**src/rtl/logic_axi4_lite_register_slave_if.sv**
```systemverilog
// AXI4-Lite bus bundle shared by the register slave and whatever master drives it.
// Signal names follow the AXI4-Lite channel naming, without the channel prefix letters dropped.
interface logic_axi4_lite_if #(
    parameter int DATA_BYTES    = 4,
    parameter int ADDRESS_WIDTH = 8
);
    logic                       awvalid;
    logic                       awready;
    logic [ADDRESS_WIDTH-1:0]   awaddr;
    logic [2:0]                 awprot;
    logic                       wvalid;
    logic                       wready;
    logic [DATA_BYTES*8-1:0]    wdata;
    logic [DATA_BYTES-1:0]      wstrb;
    logic                       bvalid;
    logic                       bready;
    logic [1:0]                 bresp;
    logic                       arvalid;
    logic                       arready;
    logic [ADDRESS_WIDTH-1:0]   araddr;
    logic [2:0]                 arprot;
    logic                       rvalid;
    logic                       rready;
    logic [DATA_BYTES*8-1:0]    rdata;
    logic [1:0]                 rresp;

    modport slave (
        input  awvalid, awaddr, awprot, wvalid, wdata, wstrb, bready,
        input  arvalid, araddr, arprot, rready,
        output awready, wready, bvalid, bresp, arready, rvalid, rdata, rresp
    );

    modport master (
        output awvalid, awaddr, awprot, wvalid, wdata, wstrb, bready,
        output arvalid, araddr, arprot, rready,
        input  awready, wready, bvalid, bresp, arready, rvalid, rdata, rresp
    );
endinterface

```
**src/rtl/logic_axi4_lite_register_slave.sv**
```systemverilog
// AXI4-Lite register bank endpoint: word-decoded registers with byte strobes,
// OKAY/SLVERR responses, and a one-cycle write pulse per register written.
module logic_axi4_lite_register_slave #(
    parameter int                       DATA_BYTES    = 4,
    parameter int                       ADDRESS_WIDTH = 8,
    parameter int                       REGISTERS     = 16,
    parameter logic [DATA_BYTES*8-1:0]  RESET_VALUE   = '0
) (
    input  logic                                aclk,
    input  logic                                areset_n,
    logic_axi4_lite_if.slave                    slave,
    output logic [REGISTERS*DATA_BYTES*8-1:0]   registers,
    output logic [REGISTERS-1:0]                register_write
);
    localparam int DW    = DATA_BYTES * 8;
    localparam int OFF   = $clog2(DATA_BYTES);
    localparam int IDX_W = ADDRESS_WIDTH - OFF;
    localparam logic [IDX_W:0] REG_LIMIT = (IDX_W + 1)'(REGISTERS);

    localparam logic [1:0] RESP_OKAY   = 2'b00;
    localparam logic [1:0] RESP_SLVERR = 2'b10;

    function automatic logic is_hit(input logic [IDX_W-1:0] idx);
        return {1'b0, idx} < REG_LIMIT;
    endfunction

    logic                   aw_held, w_held;
    logic                   bvalid, rvalid;
    logic [1:0]             bresp, rresp;
    logic [DW-1:0]          rdata;

    logic [IDX_W-1:0]       aw_idx_p0;
    logic [2:0]             aw_prot_p0, ar_prot_p0;
    logic [DW-1:0]          w_data_p0;
    logic [DATA_BYTES-1:0]  w_strb_p0;

    logic                   aw_hs, w_hs, ar_hs, commit, wr_hit, rd_hit;
    logic [IDX_W-1:0]       wr_idx, rd_idx;
    logic [DW-1:0]          wr_data, rd_word;
    logic [DATA_BYTES-1:0]  wr_strb;
    logic                   unused_bits;

    assign slave.awready = !aw_held && !bvalid;
    assign slave.wready  = !w_held && !bvalid;
    assign slave.arready = !rvalid;
    assign slave.bvalid  = bvalid;
    assign slave.bresp   = bresp;
    assign slave.rvalid  = rvalid;
    assign slave.rresp   = rresp;
    assign slave.rdata   = rdata;

    assign aw_hs  = slave.awvalid && slave.awready;
    assign w_hs   = slave.wvalid && slave.wready;
    assign ar_hs  = slave.arvalid && slave.arready;
    // A channel counts toward commit whether it was parked earlier or is handshaking now.
    assign commit = (aw_held || aw_hs) && (w_held || w_hs);

    assign wr_idx  = aw_held ? aw_idx_p0 : slave.awaddr[ADDRESS_WIDTH-1:OFF];
    assign wr_data = w_held ? w_data_p0 : slave.wdata;
    assign wr_strb = w_held ? w_strb_p0 : slave.wstrb;
    assign rd_idx  = slave.araddr[ADDRESS_WIDTH-1:OFF];
    assign wr_hit  = is_hit(wr_idx);
    assign rd_hit  = is_hit(rd_idx);

    assign unused_bits = ^{slave.awaddr, slave.araddr, aw_prot_p0, ar_prot_p0};

    always_comb begin
        rd_word = '0;
        for (int i = 0; i < REGISTERS; i++) begin
            if (rd_idx == IDX_W'(i)) rd_word = registers[i*DW +: DW];
        end
    end

    // Stage p0: address/data capture, unreset
    always_ff @(posedge aclk) begin
        if (aw_hs) begin
            aw_idx_p0  <= slave.awaddr[ADDRESS_WIDTH-1:OFF];
            aw_prot_p0 <= slave.awprot;
        end
        if (w_hs) begin
            w_data_p0 <= slave.wdata;
            w_strb_p0 <= slave.wstrb;
        end
        if (ar_hs) ar_prot_p0 <= slave.arprot;
    end

    always_ff @(posedge aclk or negedge areset_n) begin
        if (!areset_n) begin
            aw_held        <= 1'b0;
            w_held         <= 1'b0;
            bvalid         <= 1'b0;
            bresp          <= RESP_OKAY;
            rvalid         <= 1'b0;
            rresp          <= RESP_OKAY;
            rdata          <= '0;
            registers      <= {REGISTERS{RESET_VALUE}};
            register_write <= '0;
        end else begin
            register_write <= '0;
            if (commit) begin
                aw_held <= 1'b0;
                w_held  <= 1'b0;
                bvalid  <= 1'b1;
                bresp   <= wr_hit ? RESP_OKAY : RESP_SLVERR;
                for (int i = 0; i < REGISTERS; i++) begin
                    if (wr_hit && wr_idx == IDX_W'(i)) begin
                        register_write[i] <= 1'b1;
                        for (int k = 0; k < DATA_BYTES; k++) begin
                            if (wr_strb[k]) registers[i*DW + k*8 +: 8] <= wr_data[k*8 +: 8];
                        end
                    end
                end
            end else begin
                if (aw_hs) aw_held <= 1'b1;
                if (w_hs)  w_held  <= 1'b1;
                if (bvalid && slave.bready) bvalid <= 1'b0;
            end

            // Read sees registers before this edge's write, so same-edge hits return old data.
            if (ar_hs) begin
                rvalid <= 1'b1;
                rdata  <= rd_hit ? rd_word : '0;
                rresp  <= rd_hit ? RESP_OKAY : RESP_SLVERR;
            end else if (rvalid && slave.rready) begin
                rvalid <= 1'b0;
                rdata  <= '0;
                rresp  <= RESP_OKAY;
            end
        end
    end
endmodule

```
**src/flat_wrapper.sv**
```systemverilog
// flat-port wrapper written by rule: the top's interface ports become plain ports
module logic_axi4_lite_register_slave_flat 
#(
    parameter int                       DATA_BYTES    = 4,
    parameter int                       ADDRESS_WIDTH = 8,
    parameter int                       REGISTERS     = 16,
    parameter logic [DATA_BYTES*8-1:0]  RESET_VALUE   = '0
)
  (aclk, areset_n, registers, register_write, slave_awvalid, slave_awaddr, slave_awprot, slave_wvalid, slave_wdata, slave_wstrb, slave_bready, slave_arvalid, slave_araddr, slave_arprot, slave_rready, slave_awready, slave_wready, slave_bvalid, slave_bresp, slave_arready, slave_rvalid, slave_rdata, slave_rresp);
  logic_axi4_lite_if #(.DATA_BYTES(DATA_BYTES), .ADDRESS_WIDTH(ADDRESS_WIDTH)) slave_i ();
  input  logic aclk;
  input  logic areset_n;
  output logic [REGISTERS*DATA_BYTES*8-1:0] registers;
  output logic [REGISTERS-1:0] register_write;
  input wire logic [$bits(slave_i.awvalid)-1:0] slave_awvalid;
  input wire logic [$bits(slave_i.awaddr)-1:0] slave_awaddr;
  input wire logic [$bits(slave_i.awprot)-1:0] slave_awprot;
  input wire logic [$bits(slave_i.wvalid)-1:0] slave_wvalid;
  input wire logic [$bits(slave_i.wdata)-1:0] slave_wdata;
  input wire logic [$bits(slave_i.wstrb)-1:0] slave_wstrb;
  input wire logic [$bits(slave_i.bready)-1:0] slave_bready;
  input wire logic [$bits(slave_i.arvalid)-1:0] slave_arvalid;
  input wire logic [$bits(slave_i.araddr)-1:0] slave_araddr;
  input wire logic [$bits(slave_i.arprot)-1:0] slave_arprot;
  input wire logic [$bits(slave_i.rready)-1:0] slave_rready;
  output wire logic [$bits(slave_i.awready)-1:0] slave_awready;
  output wire logic [$bits(slave_i.wready)-1:0] slave_wready;
  output wire logic [$bits(slave_i.bvalid)-1:0] slave_bvalid;
  output wire logic [$bits(slave_i.bresp)-1:0] slave_bresp;
  output wire logic [$bits(slave_i.arready)-1:0] slave_arready;
  output wire logic [$bits(slave_i.rvalid)-1:0] slave_rvalid;
  output wire logic [$bits(slave_i.rdata)-1:0] slave_rdata;
  output wire logic [$bits(slave_i.rresp)-1:0] slave_rresp;
  assign slave_i.awvalid = slave_awvalid;
  assign slave_i.awaddr = slave_awaddr;
  assign slave_i.awprot = slave_awprot;
  assign slave_i.wvalid = slave_wvalid;
  assign slave_i.wdata = slave_wdata;
  assign slave_i.wstrb = slave_wstrb;
  assign slave_i.bready = slave_bready;
  assign slave_i.arvalid = slave_arvalid;
  assign slave_i.araddr = slave_araddr;
  assign slave_i.arprot = slave_arprot;
  assign slave_i.rready = slave_rready;
  assign slave_awready = slave_i.awready;
  assign slave_wready = slave_i.wready;
  assign slave_bvalid = slave_i.bvalid;
  assign slave_bresp = slave_i.bresp;
  assign slave_arready = slave_i.arready;
  assign slave_rvalid = slave_i.rvalid;
  assign slave_rdata = slave_i.rdata;
  assign slave_rresp = slave_i.rresp;
  logic_axi4_lite_register_slave #(.DATA_BYTES(DATA_BYTES), .ADDRESS_WIDTH(ADDRESS_WIDTH), .REGISTERS(REGISTERS), .RESET_VALUE(RESET_VALUE)) u_core (.aclk(aclk), .areset_n(areset_n), .slave(slave_i), .registers(registers), .register_write(register_write));
endmodule
```
**config.mk**
```make
export PLATFORM = sky130hd
export DESIGN_NAME = logic_axi4_lite_register_slave_flat
export DESIGN_NICKNAME = d
export VERILOG_FILES = /design/src/rtl/logic_axi4_lite_register_slave_if.sv /design/src/rtl/logic_axi4_lite_register_slave.sv /design/src/flat_wrapper.sv
export SDC_FILE = /design/constraint.sdc
export NUM_CORES = 1
export LEC_CHECK = 0
export CAP_MARGIN = 20
export CORE_MARGIN = 1
export CORE_UTILIZATION = 35
export CTS_CLUSTER_SIZE = 8
export DETAILED_ROUTE_END_ITERATION = 16
export HOLD_SLACK_MARGIN = 0.12
export SYNTH_ARGS = -nofsm -noshare
export SYNTH_HDL_FRONTEND = slang
export SYNTH_SLANG_ARGS = --single-unit
```
**constraint.sdc**
```tcl
create_clock -name aclk -period 3 [get_ports aclk]
set_clock_uncertainty 0.1 [all_clocks]
set_input_delay 0.45 -clock aclk [delete_from_list [all_inputs] [get_ports aclk]]
set_output_delay 0.45 -clock aclk [all_outputs]
set_load 0.005 [all_outputs]
```
==> Word level (Yosys, flattened, before mapping) <==
Cells that the tools add are included.
{ "totals": {"reg_bits": 610, "out_inout_bits": 569} }
{ "op_classes": {"n_lt_le_gt_ge": 2, "n_eq_ne": 30, "n_mux": 51, "reduce_logical": 100} }
{ "op_table": {"columns": ["operator", "n"], "rows": [
  ["32-bit 2-to-1 mux", 20],
  ["3-bit AND reduction", 64],
  ["6-bit by 4-bit == test with 1-bit output, second input constant", 16],
  ["6-bit by 3-bit == test with 1-bit output, second input constant", 8],
  ["6-bit by 2-bit == test with 1-bit output, second input constant", 4],
  ["1-bit logical AND", 24],
  ["1-bit 2-to-1 mux", 24],
  ["16-bit 2-to-1 mux", 1],
  ["6-bit by 1-bit == test with 1-bit output, second input constant", 2],
  ["6-bit zero test", 2],
  ["6-bit by 5-bit less-than comparator with 1-bit output, second input constant", 2],
  ["2-bit 2-to-1 mux", 4],
  ["2-bit nonzero test", 4],
  ["6-bit 2-to-1 mux", 1],
  ["1-bit zero test", 4],
  ["4-bit 2-to-1 mux", 1],
  ["1-bit logical OR", 2]
]} }

==> Longest topological paths before layout <==
Gate-level depths: netlist of run 1.
{ "logic_depth": {"depth_word": 19, "mapped_depth": 9, "mapped_depth_nobuf": 5} }

==> Least setup slack after synthesis of run 1 <==
No wires, ideal clock.
{ "synth_timing": {"path_type": "input port to flip-flop", "start": "input slave_awaddr[7]", "end": "register u_core.registers[40]", "setup_time_ps": 125, "arrival_ps": 2334, "required_time_ps": 2775, "slack_ps": 441, "cell_stages": 6, "path_buffers": 1, "path_cell_list": "or3_1 -> a221o_1 -> or3_1 -> buf_2 -> nor2_4 -> mux2_2"} }
{ "synth_between": {"elab_chain_cells": 4, "word_cells_on_any_way": 5} }
{ "synth_rtl": {"columns": ["element", "line_no", "rtl"], "rows": [
  ["from (decl)", "flat_wrapper.sv:16", "input wire logic [$bits(slave_i.awaddr)-1:0] slave_awaddr;"],
  ["6-bit 2-to-1 mux (*)", "logic_axi4_lite_register_slave.sv:58", "assign wr_idx = aw_held ? aw_idx_p0 : slave.awaddr[ADDRESS_WIDTH-1:OFF];"],
  ["6-bit by 5-bit less-than comparator with 1-bit output / 6-bit by 1-bit == test with 1-bit output (equally long branches)", "logic_axi4_lite_register_slave.sv:24, logic_axi4_lite_register_slave.sv:106", null],
  ["1-bit logical AND (*)", "logic_axi4_lite_register_slave.sv:106", "if (wr_hit && wr_idx == IDX_W'(i)) begin"],
  ["3-bit AND reduction (no line) (*)", null, null],
  ["to (signal assigned)", "logic_axi4_lite_register_slave.sv:96", "registers <= {REGISTERS{RESET_VALUE}};"],
  ["to (signal, indexed assignment)", "logic_axi4_lite_register_slave.sv:109", "if (wr_strb[k]) registers[i*DW + k*8 +: 8] <= wr_data[k*8 +: 8];"],
  ["to (decl)", "logic_axi4_lite_register_slave.sv:12", "output logic [REGISTERS*DATA_BYTES*8-1:0] registers,"]
]} }
Mark *: on every way between the ends. The rest lies on a longest branch, timed or not.
A chain may end at the register's enable or synchronous reset.

==> Worst setup path in the final report of run 1 <==
{ "layout_timing": {"start": "register u_core.aw_idx_p0[4]", "end": "register u_core.registers[85]"} }
{ "layout_between": {"elab_chain_cells": 4, "word_cells_on_any_way": 5} }
{ "layout_rtl": {"columns": ["element", "line_no", "rtl"], "rows": [
  ["from (decl)", "logic_axi4_lite_register_slave.sv:32", "logic [IDX_W-1:0] aw_idx_p0;"],
  ["from (signal assigned)", "logic_axi4_lite_register_slave.sv:77", "aw_idx_p0 <= slave.awaddr[ADDRESS_WIDTH-1:OFF];"],
  ["6-bit 2-to-1 mux (*)", "logic_axi4_lite_register_slave.sv:58", null],
  ["6-bit by 5-bit less-than comparator with 1-bit output / 6-bit by 2-bit == test with 1-bit output (equally long branches)", "logic_axi4_lite_register_slave.sv:24, logic_axi4_lite_register_slave.sv:106", null],
  ["1-bit logical AND (*)", "logic_axi4_lite_register_slave.sv:106", null],
  ["3-bit AND reduction (no line) (*)", null, null]
]} }
Marked as above.

==> reports/metrics.yaml, run 1 <==
status: "finished clean"
cp_cell_sequence: "or3b_1 -> a221o_1 -> or3_1 -> buf_4 -> nor2_4 -> mux2_2"
slew_violations: 0
max_slew_margin_pct: 26.86
drc: 0
firstDrtPassIters: 6
path_max_fanout: 8
synth.avg_cell_area_sq_um: 13.59
syn_to_final_growth_pct: 43.84
layout_common_cells: "clkdlybuf4s50_1, dfrtp_1, mux2_2, buf_4, clkbuf_16"
synth-edff-count: 42
vias: 22930
fillerInstances: 6689
cp_slowest_stage_delay_ns: 0.47
r2r_slack_ns: 0.28
final_hold_viol_count: 0
r2r-start: "u_core.aw_idx_p0[4]$_DFFE_PP_"
max_freq_ghz: 0.3680
reg2reg_to: "u_core.registers[85]$_DFFE_PN0P_"
power.density_mw_per_mm2: 739.4
min_period_over_period_pct: 90.59
whs_ns: 0.2482
clk_latency_ns: 0.63
timing.final.ws_setup_ns: 0.2823
worstMarginPinSlew_ns: 1.067
crit_type: "reg2reg"
clkSlewWorstSetupHoldPaths_ns: 0.05
design_power_total_uw: 29360
grtUsageTotal_pct: 31.79
chipHeight_um: 282.9
io_pins: 634
slowest_stage: "or3_1"
grt_first_pass_wirelength_um: 179200
clk_root_buffer_cell: "clkbuf_16"
hp-class: "in2async"
cp_num_buf_inv: 1
post-route-min-period_ns: 2.718
critPathRequiredTime_ns: 3.41
final_common_cell: "clkdlybuf4s50_1"
num_rows: 102
hpwlAfterDp_um: 92920
async_reset_ff_share_pct: 93.09
drv_cap: 0
leakagePower_uw: 0.01757
drive_gt1_share_pct: 33.74
via_per_inst: 5.880
yosysWarnings: 0
reg2reg_depth: 6
startpoint_type: "flop"
clkSinkCount: 608
seq_area_sq_mm: 0.01543
grt_pass1_vias: 23300
cts_setup_buffers: 0
worstSetupEndpointType: "flop"
htree_levels: 3
numCtsBuffers: 86
synthCells: 2032
synth_ff_type: "dfrtp_1"
coreArea_sq_mm: 0.07772
tns_ns: 0
synth_cell_types: 73
cts_buffer_depth: 3
routedWlPerCell_um: 33.04
worstPathArrival_ns: 3.13
path_depth: 6
die_area_sq_mm: 0.08001
ys_ff_latch: 608
syn-cell-area_sq_mm: 0.02761
die_w_um: 282.9
ys_seq_area_share_pct: 55.87
gp_congestion: 0.9068
multi_input_area_sq_mm: 0.01170
vdd_ir_drop_max_uv: 494.1
antenna_found_initial: 6
antenna_left: 0
grt_max_degree: 98
postCtsHoldBufs: 1
cts_tree: "yes"
nNetsFinal: 2888
initial_utilization_pct: 35.52
cts_resized: 0
wl_um: 128800
grt_overflow: 0
place_ws_ns: -0.2021
cp_top_family: "simple AND/OR/NAND/NOR gates"
setup_viol: 0
drt_iter0_markers: 2041
port_buffers: 621
rsz0062_at_grt: "no"
-- layer usage --
metal | GRT usage, % | wire length, um | share of wire [%] | vias to the layer above
met3 | 7.336 | 11100 | 8.6 | 311
li1 | - | - | - | 9302
met5 | 0 | 13 | 0.010 | -
met1 | 41.03 | 51300 | 40 | 12030
met4 | 14.00 | 6143 | 4.8 | 2
met2 | 50.93 | 60290 | 47 | 1287
-- worst register-to-register path: cells and delay by family, from the launching register on --
kind	cells	cell delay, ns
AND/OR/NAND/NOR	3	1.17
buffers and inverters	1	0.18
flip-flops	1	0.37
multiplexers	1	0.39
AO/OA/AOI/OAI	1	0.38
-- worst max-delay path by stage --
stage / start / endpoint / slack (ns)
global placement: slave_awaddr[7] / u_core.registers[85]$_DFFE_PN0P_ / -0.19
floorplan: slave_awaddr[7] / u_core.registers[40]$_DFFE_PN0P_ / 0.44
finish: u_core.aw_idx_p0[4]$_DFFE_PP_ / u_core.registers[85]$_DFFE_PN0P_ / 0.28
CTS: u_core.aw_idx_p0[4]$_DFFE_PP_ / u_core.registers[85]$_DFFE_PN0P_ / 0.29
global route: u_core.aw_idx_p0[5]$_DFFE_PP_ / u_core.registers[85]$_DFFE_PN0P_ / 0.20
detailed placement: slave_awaddr[7] / u_core.registers[161]$_DFFE_PN0P_ / -0.20
-- synthesized netlist by cell type, types with 7 or more instances --
cell type  number  area (sq um)
a222oi_1       13         130.1
o211ai_1        9         67.56
clkbuf_1       94         352.8
nor2_4         12         135.1
mux2_2        528          5946
and3_1         12         75.07
dfrtp_1       566         14160
nand4_1        14         87.58
buf_1          14         52.55
a2bb2oi_1       8         70.07
mux4_2         27         608.1
a221oi_1       34         297.8
mux2_1         36         405.4
nand2_1        73         274.0
mux2i_1        18         180.2
and4_1          7         61.31
and2_1          7         43.79
nor3_1         12         60.06
nand3_1        67         335.3
o21ai_0        42         210.2
nor2_2         14         87.58
a22o_1         13         113.9
a22oi_1        29         217.7
a21oi_1        34         170.2
nor2b_1         9         56.30
buf_2          22         110.1
nand2b_1       13         81.33
o221ai_1       13         113.9
o22ai_1        16         100.1
edfxtp_1       42          1261
a221o_1        22         220.2
nor3_4         10         162.7
a32o_1          7         70.07
nor4_1          8         50.05
nor2_1         36         135.1
a211oi_1       10         75.07
nand2_2        40         250.2
inv_1          15         56.30
-- logic make-up after synthesis --
group | Yosys count | synth area share, %
AOI/OAI and AO/OA | 308 | 8.511
and+or+nand+nor | 356 | 7.564
muxes | 609 | 25.86
other | 1 | 0.01358
buffers and inverters | 150 | 2.180
DFF | 608 | 55.87
-- metrics by stage --
step                area, sq um  utilization (%)  cells
floorplan                 27610                -   2033
global placement          37250            47.93   3774
detailed placement        37250            47.93   3774
CTS                       39700            51.09   3897
global route              39710            51.09   3900
finish                    39710            51.09   3900
-- final cells by class --
type,instances,share of cell area [%]
sequential,608,38.85
multi-input combinational,1275,29.47
timing repair buffer,835,22.08
clock buffer,117,5.873
tap,1040,3.277
clock inverter,5,0.2773
inverter,17,0.1607
antenna,3,0.01890
-- state kept, by name (all words and copies together), names as in the netlist, 4 cells and up --
name and flops:
u_core.register_write 16, u_core.w_data_p0 32, u_core.w_strb_p0 4, u_core.registers 512
u_core.aw_idx_p0 6, u_core.slave.rdata 32
-- where the power goes --
group	leakage, uW	switching [uW]	internal, uW
Sequential	0.00813	1780	10100
Clock	0.00118	3690	5450
Combinational	0.00826	3580	4740
(Power assumes the default switching activity.)
==> run 2: changes to the inputs <==
--- a/config.mk
+++ b/config.mk
@@ -5,12 +5,15 @@
 export SDC_FILE = /design/constraint.sdc
 export NUM_CORES = 1
 export LEC_CHECK = 0
+export ABC_AREA = 1
 export CAP_MARGIN = 20
 export CORE_MARGIN = 1
-export CORE_UTILIZATION = 35
+export CORE_UTILIZATION = 45
 export CTS_CLUSTER_SIZE = 8
 export DETAILED_ROUTE_END_ITERATION = 16
 export HOLD_SLACK_MARGIN = 0.12
+export PLACE_DENSITY = 0.73
 export SYNTH_ARGS = -nofsm -noshare
 export SYNTH_HDL_FRONTEND = slang
 export SYNTH_SLANG_ARGS = --single-unit
+export TNS_END_PERCENT = 5
==> run 2 against run 1 <==
- sequential share of layout area rose by 1.4 points
- total power rose by 12%
- critical path type unchanged
- critical endpoint is now u_core.registers[164]$_DFFE_PN0P_
- wire length fell by 15%
- largest cell class unchanged
- largest power group unchanged
- die area fell by 21%
- global-route usage rose by 2.7 points
- register-to-register slack got worse by 0.02 ns
==> reports/metrics.yaml, run 2 <==
antenna_found_initial: 6
drc: 0
num_rows: 91
clk_root_buffer_cell: "clkbuf_16"
worstSetupEndpointType: "flop"
vias: 25440
synth.avg_cell_area_sq_um: 8.837
routedWlPerCell_um: 23.21
synth_area_leader_cell: "dfrtp_1"
yosysWarnings: 0
clkSlewWorstSetupHoldPaths_ns: 0.05
synthCells: 3184
largest_reg_flops: 512
gp_congestion: 0.9741
grtUsageTotal_pct: 34.51
die_area_sq_mm: 0.06353
setup_viol: 0
worstPathArrival_ns: 3.14
synth_cell_types: 37
m1WireLength_um: 40450
top_register: "u_core.registers"
vdd_ir_drop_max_uv: 596.2
coreArea_sq_mm: 0.06171
cts_buffer_depth: 3
ys_ff_latch: 608
cts_tree: "yes"
initial_utilization_pct: 45.59
cts_resized: 0
htree_levels: 3
nNetsFinal: 3910
clk_latency_ns: 0.64
final_common_cell: "nand2_1"
synth_ff_type: "dfrtp_1"
antenna_left: 0
place_ws_ns: -0.03594
met3_length_um: 8466
path_max_fanout: 32
port_buffers: 621
power.density_mw_per_mm2: 854.9
post-route-min-period_ns: 2.735
synth.most_common_cell: "nand2_1"
reg_top3: "u_core.registers (512), u_core.slave.rdata (32), u_core.w_data_p0 (32)"
drt_iter0_markers: 2187
drive_gt1_share_pct: 11.41
layout_common_cells: "nand2_1, clkdlybuf4s50_1, dfrtp_1, inv_1, o21a_1"
grt_first_pass_wirelength_um: 161600
hpwlAfterDp_um: 83420
numCtsBuffers: 86
chipHeight_um: 252.0
yosysTopAreaCellShare_pct: 50.34
synth-edff-count: 42
max_freq_ghz: 0.3657
drv_cap: 0
grt_pass1_vias: 25390
slew_violations: 0
whs_ns: 0.2402
timing.final.ws_setup_ns: 0.2653
placed_cell_area_sq_mm: 0.03600
die_w_um: 252.0
synth_area_leaders: "dfrtp_1, nand2_1, o21a_1"
hp-class: "in2async"
leakagePower_uw: 0.01742
io_pins: 634
min_period_over_period_pct: 91.16
grt_max_degree: 97
startpoint_type: "flop"
crit_type: "reg2reg"
status: "finished clean"
syn-cell-area_sq_mm: 0.02814
firstDrtPassIters: 5
wl_met2_um: 55240
design_power_total_uw: 32790
top_layer_used: "met5"
clkSinkCount: 608
via_per_inst: 5.392
critPathRequiredTime_ns: 3.40
final_hold_viol_count: 0
syn_to_final_growth_pct: 36.31
grt_overflow: 0
synth_common_cells: "nand2_1, dfrtp_1, inv_1"
async_reset_ff_share_pct: 93.09
final_cell_area_sq_mm: 0.03835
max_slew_margin_pct: 31.60
ys_seq_area_share_pct: 54.82
wl_um: 109500
rsz0062_at_grt: "no"
worstMarginPinSlew_ns: 1.025
==> run 2: cell types whose count changed after synthesis, sizes merged, moves of 32 or more <==
cell,delta
nand2,+1013
o21ai,+290
a21oi,+32
mux2,-564
buf,+43
a221oi,-35
inv,+237
nand4,+92
o21a,+231
nor2,+137
==> run 2: area by class of cell <==
class | instances | area (sq um)
Antenna cell | 8 | 20.02
Clock buffer | 109 | 2238
Clock inverter | 7 | 86.33
Fill cell | 5364 | 23360
Inverter | 253 | 952.2
Multi-Input combinational cell | 2151 | 10960
Sequential cell | 608 | 15430
Tap cell | 837 | 1047
Timing Repair Buffer | 745 | 7617
==> run 2: final timing paths <==
kind,depth (start not counted),endpoint,start,slack [ns]
min in group aclk,1,u_core.w_data_p0[13]$_DFFE_PP_,slave_wdata[13],0.30
worst max register to register,8,u_core.registers[164]$_DFFE_PN0P_,u_core.w_held$_DFFE_PN0P_,0.27
worst min register to register,2,u_core.slave.rdata[15]$_DFFE_PN0P_,u_core.slave.rdata[15]$_DFFE_PN0P_,0.38
worst min-delay path,2,u_core.registers[433]$_DFFE_PN0P_,areset_n,0.24
max in group asynchronous,3,u_core.registers[357]$_DFFE_PN0P_,areset_n,1.60
worst max-delay path,8,u_core.registers[164]$_DFFE_PN0P_,u_core.w_held$_DFFE_PN0P_,0.27
==> run 2: kinds of logic after synthesis <==
group           synth area share, %
buf+inv                       6.413
simple gates                  23.78
flops                         54.82
other cells                 0.01333
compound gates                14.97
==> run 2: per-stage QoR <==
| step | TNS (ns) | util [%] | std cells |
|---|---|---|---|
| 2_1_floorplan | -6.207 | - | 3185 |
| 3_3_place_gp | -0.03061 | 58.33 | 4593 |
| 3_5_place_dp | -0.09746 | 58.33 | 4593 |
| 4_1_cts | 0 | 62.11 | 4710 |
| 5_1_grt | 0 | 62.13 | 4714 |
| 6_report | 0 | 62.14 | 4718 |
==> run 2: worst max-delay path: stages, from the launching register on <==
cell	delay, ns
dfrtp_2	0.50
buf_4	0.43
inv_1	0.07
buf_4	0.28
nand2_1	0.11
nand2_1	0.25
inv_1	0.56
nand2_1	0.12
o21a_1	0.13
==> run 2: repair_timing <==
item,4_1_cts,5_1_grt
buffers inserted,0,0
hold buffers,1,0
setup endpoints to repair,0,0
hold endpoints to repair,81,0
==> run 2: power breakdown <==
| part | switching [uW] | total (uW) | internal [uW] |
|---|---|---|---|
| combinational | 5330 | 10900 | 5590 |
| clock | 3550 | 8780 | 5230 |
| sequential | 2320 | 13100 | 10800 |
==> run 2: metal layers <==
metal | vias to the layer above | global-route usage [%]
met2 | 1062 | 60.05
met4 | 2 | 16.14
met3 | 258 | 7.542
li1 | 11640 | -
met1 | 12480 | 40.49
met5 | - | 0
==> run 3: changes to the inputs <==
--- a/config.mk
+++ b/config.mk
@@ -7,12 +7,12 @@
 export LEC_CHECK = 0
 export ABC_AREA = 1
 export CAP_MARGIN = 20
-export CORE_MARGIN = 1
-export CORE_UTILIZATION = 45
+export CORE_AREA = 2 2 245 247
 export CTS_CLUSTER_SIZE = 8
 export DETAILED_ROUTE_END_ITERATION = 16
+export DIE_AREA = 0 0 247 249
 export HOLD_SLACK_MARGIN = 0.12
-export PLACE_DENSITY = 0.73
+export PLACE_DENSITY = 0.77
 export SYNTH_ARGS = -nofsm -noshare
 export SYNTH_HDL_FRONTEND = slang
 export SYNTH_SLANG_ARGS = --single-unit
==> run 3 against run 2 <==
- combinational power is essentially flat
- die area fell by 3.2%
- maximum frequency is 4.6% lower
- via count grew 1.3%
- total power shrank 0.21%
- register-to-register slack got worse by 0.13 ns
- clock-buffer cell count decreased by 2
- worst setup slack got worse by 0.13 ns
- worst hold slack improved by 0.048 ns
- wire length is 0.82% higher
- critical path depth is 2 higher
- non-clock buffer count down 29
- critical path type unchanged
- critical endpoint is now u_core.registers[422]$_DFFE_PN0P_
- largest power group unchanged
==> reports/metrics.yaml, run 3 (same netlist as run 2, synthesis figures left out) <==
status: "finished clean"
reg_top3: "u_core.registers (512), u_core.slave.rdata (32), u_core.w_data_p0 (32)"
max_slew_margin_pct: 31.29
min_period_over_period_pct: 95.51
drive_gt1_share_pct: 10.72
fillerInstances: 4872
r2r_slack_ns: 0.13
cts_tree: "yes"
cts_resized: 0
worstSetupEndpointType: "flop"
whs_ns: 0.2884
seq_area_sq_mm: 0.01543
initial_utilization_pct: 47.94
syn_to_final_growth_pct: 34.81
hpwlAfterDp_um: 83000
drt_iter0_markers: 2003
wl_um: 110400
clkSlewWorstSetupHoldPaths_ns: 0.05
rsz0062_at_grt: "no"
routedWlPerCell_um: 23.87
via_per_inst: 5.574
setup_viol: 0
slew_violations: 0
chipHeight_um: 249
drv_cap: 0
cts_setup_buffers: 0
postCtsHoldBufs: 1
final_cell_area_sq_mm: 0.03793
layout_common_cells: "nand2_1, clkdlybuf4s50_1, dfrtp_1, inv_1, o21a_1"
startpoint_type: "flop"
drc: 0
port_buffers: 621
multi_input_area_sq_mm: 0.01096
vias: 25780
firstDrtPassIters: 7
path_max_fanout: 16
cts_buffer_depth: 3
largest_reg_flops: 512
num_rows: 89
max_freq_ghz: 0.3490
coreArea_sq_mm: 0.05869
die_w_um: 247
antenna_found_initial: 10
final_hold_viol_count: 0
final_common_cell: "nand2_1"
grt_pass1_vias: 25420
grtUsageTotal_pct: 35.74
placed_cell_area_sq_mm: 0.03559
nNetsFinal: 3880
worstPathArrival_ns: 3.23
power.density_mw_per_mm2: 862.7
post-route-min-period_ns: 2.865
vdd_ir_drop_max_uv: 718.8
grt_max_degree: 74
hp-class: "in2async"
htree_levels: 3
grt_overflow: 0
grt_first_pass_wirelength_um: 162700
numCtsBuffers: 85
io_pins: 634
antenna_left: 0
clk_latency_ns: 0.64
top_register: "u_core.registers"
leakagePower_uw: 0.01724
dpl.cell_count: 4500
crit_type: "reg2reg"
critPathRequiredTime_ns: 3.37
gp_congestion: 0.9229
clkSinkCount: 608
worstMarginPinSlew_ns: 1.030
final_cells: 4625
die_area_sq_mm: 0.06150
clk_root_buffer_cell: "clkbuf_16"
-- run 3: power by group --
group,internal (uW),leakage [uW],switching (uW)
Combinational,5540,0.00843,5330
Clock,5110,0.00112,3640
Sequential,10800,0.00769,2330
-- run 3: path summary, 6_finish.rpt --
path / from / to / cells after the start
setup reg to reg: u_core.aw_held$_DFFE_PN0P_ / u_core.registers[422]$_DFFE_PN0P_ / 10
min in group aclk: slave_wstrb[1] / u_core.w_strb_p0[1]$_DFFE_PP_ / 1
hold reg to reg: u_core.slave.rdata[15]$_DFFE_PN0P_ / u_core.slave.rdata[15]$_DFFE_PN0P_ / 2
hold / removal: areset_n / u_core.registers[56]$_DFFE_PN0P_ / 2
setup / recovery: u_core.aw_held$_DFFE_PN0P_ / u_core.registers[422]$_DFFE_PN0P_ / 10
max in group asynchronous: areset_n / u_core.registers[483]$_DFFE_PN0P_ / 3
-- run 3: metrics by stage --
stage | worst slack (ns) | TNS [ns] | util, % | power (uW)
global route | 0.04394 | 0 | 64.63 | 34030
floorplan | -0.1065 | -6.207 | - | 16320
detailed placement | -0.04980 | -0.08505 | 60.64 | 23940
CTS | 0.1994 | 0 | 64.59 | 32720
global placement | 0.009651 | 0 | 60.64 | 23720
finish | 0.1346 | 0 | 64.63 | 32720
-- run 3: worst max-delay path, cell delays in order, from the launching register on --
cell and delay, ns:
dfrtp_1 0.74, inv_2 0.11, or3_4 0.36, o31ai_4 0.11
nand2_4 0.17, nor2_4 0.18, nand2_1 0.25, inv_2 0.21
nand2_2 0.23, nand2_1 0.12, o21ai_1 0.09
-- run 3: area by class of cell --
cell class              instances  area share [%]
clock inverters                 7          0.2606
repair buffers                716           19.21
diodes                         10         0.06598
well taps                     773           2.550
inverters                     253           2.510
multi-input cells            2151           28.90
clock buffers                 107           5.826
flip-flops and latches        608           40.67
-- run 3: layer usage --
layer | global-route usage, % | up-vias | part of all wire [%]
li1 | - | 11560 | -
met4 | 17.64 | 0 | 5.3
met5 | 0 | - | 0
met3 | 9.373 | 300 | 9.4
met2 | 60.99 | 1257 | 50
met1 | 41.40 | 12660 | 35
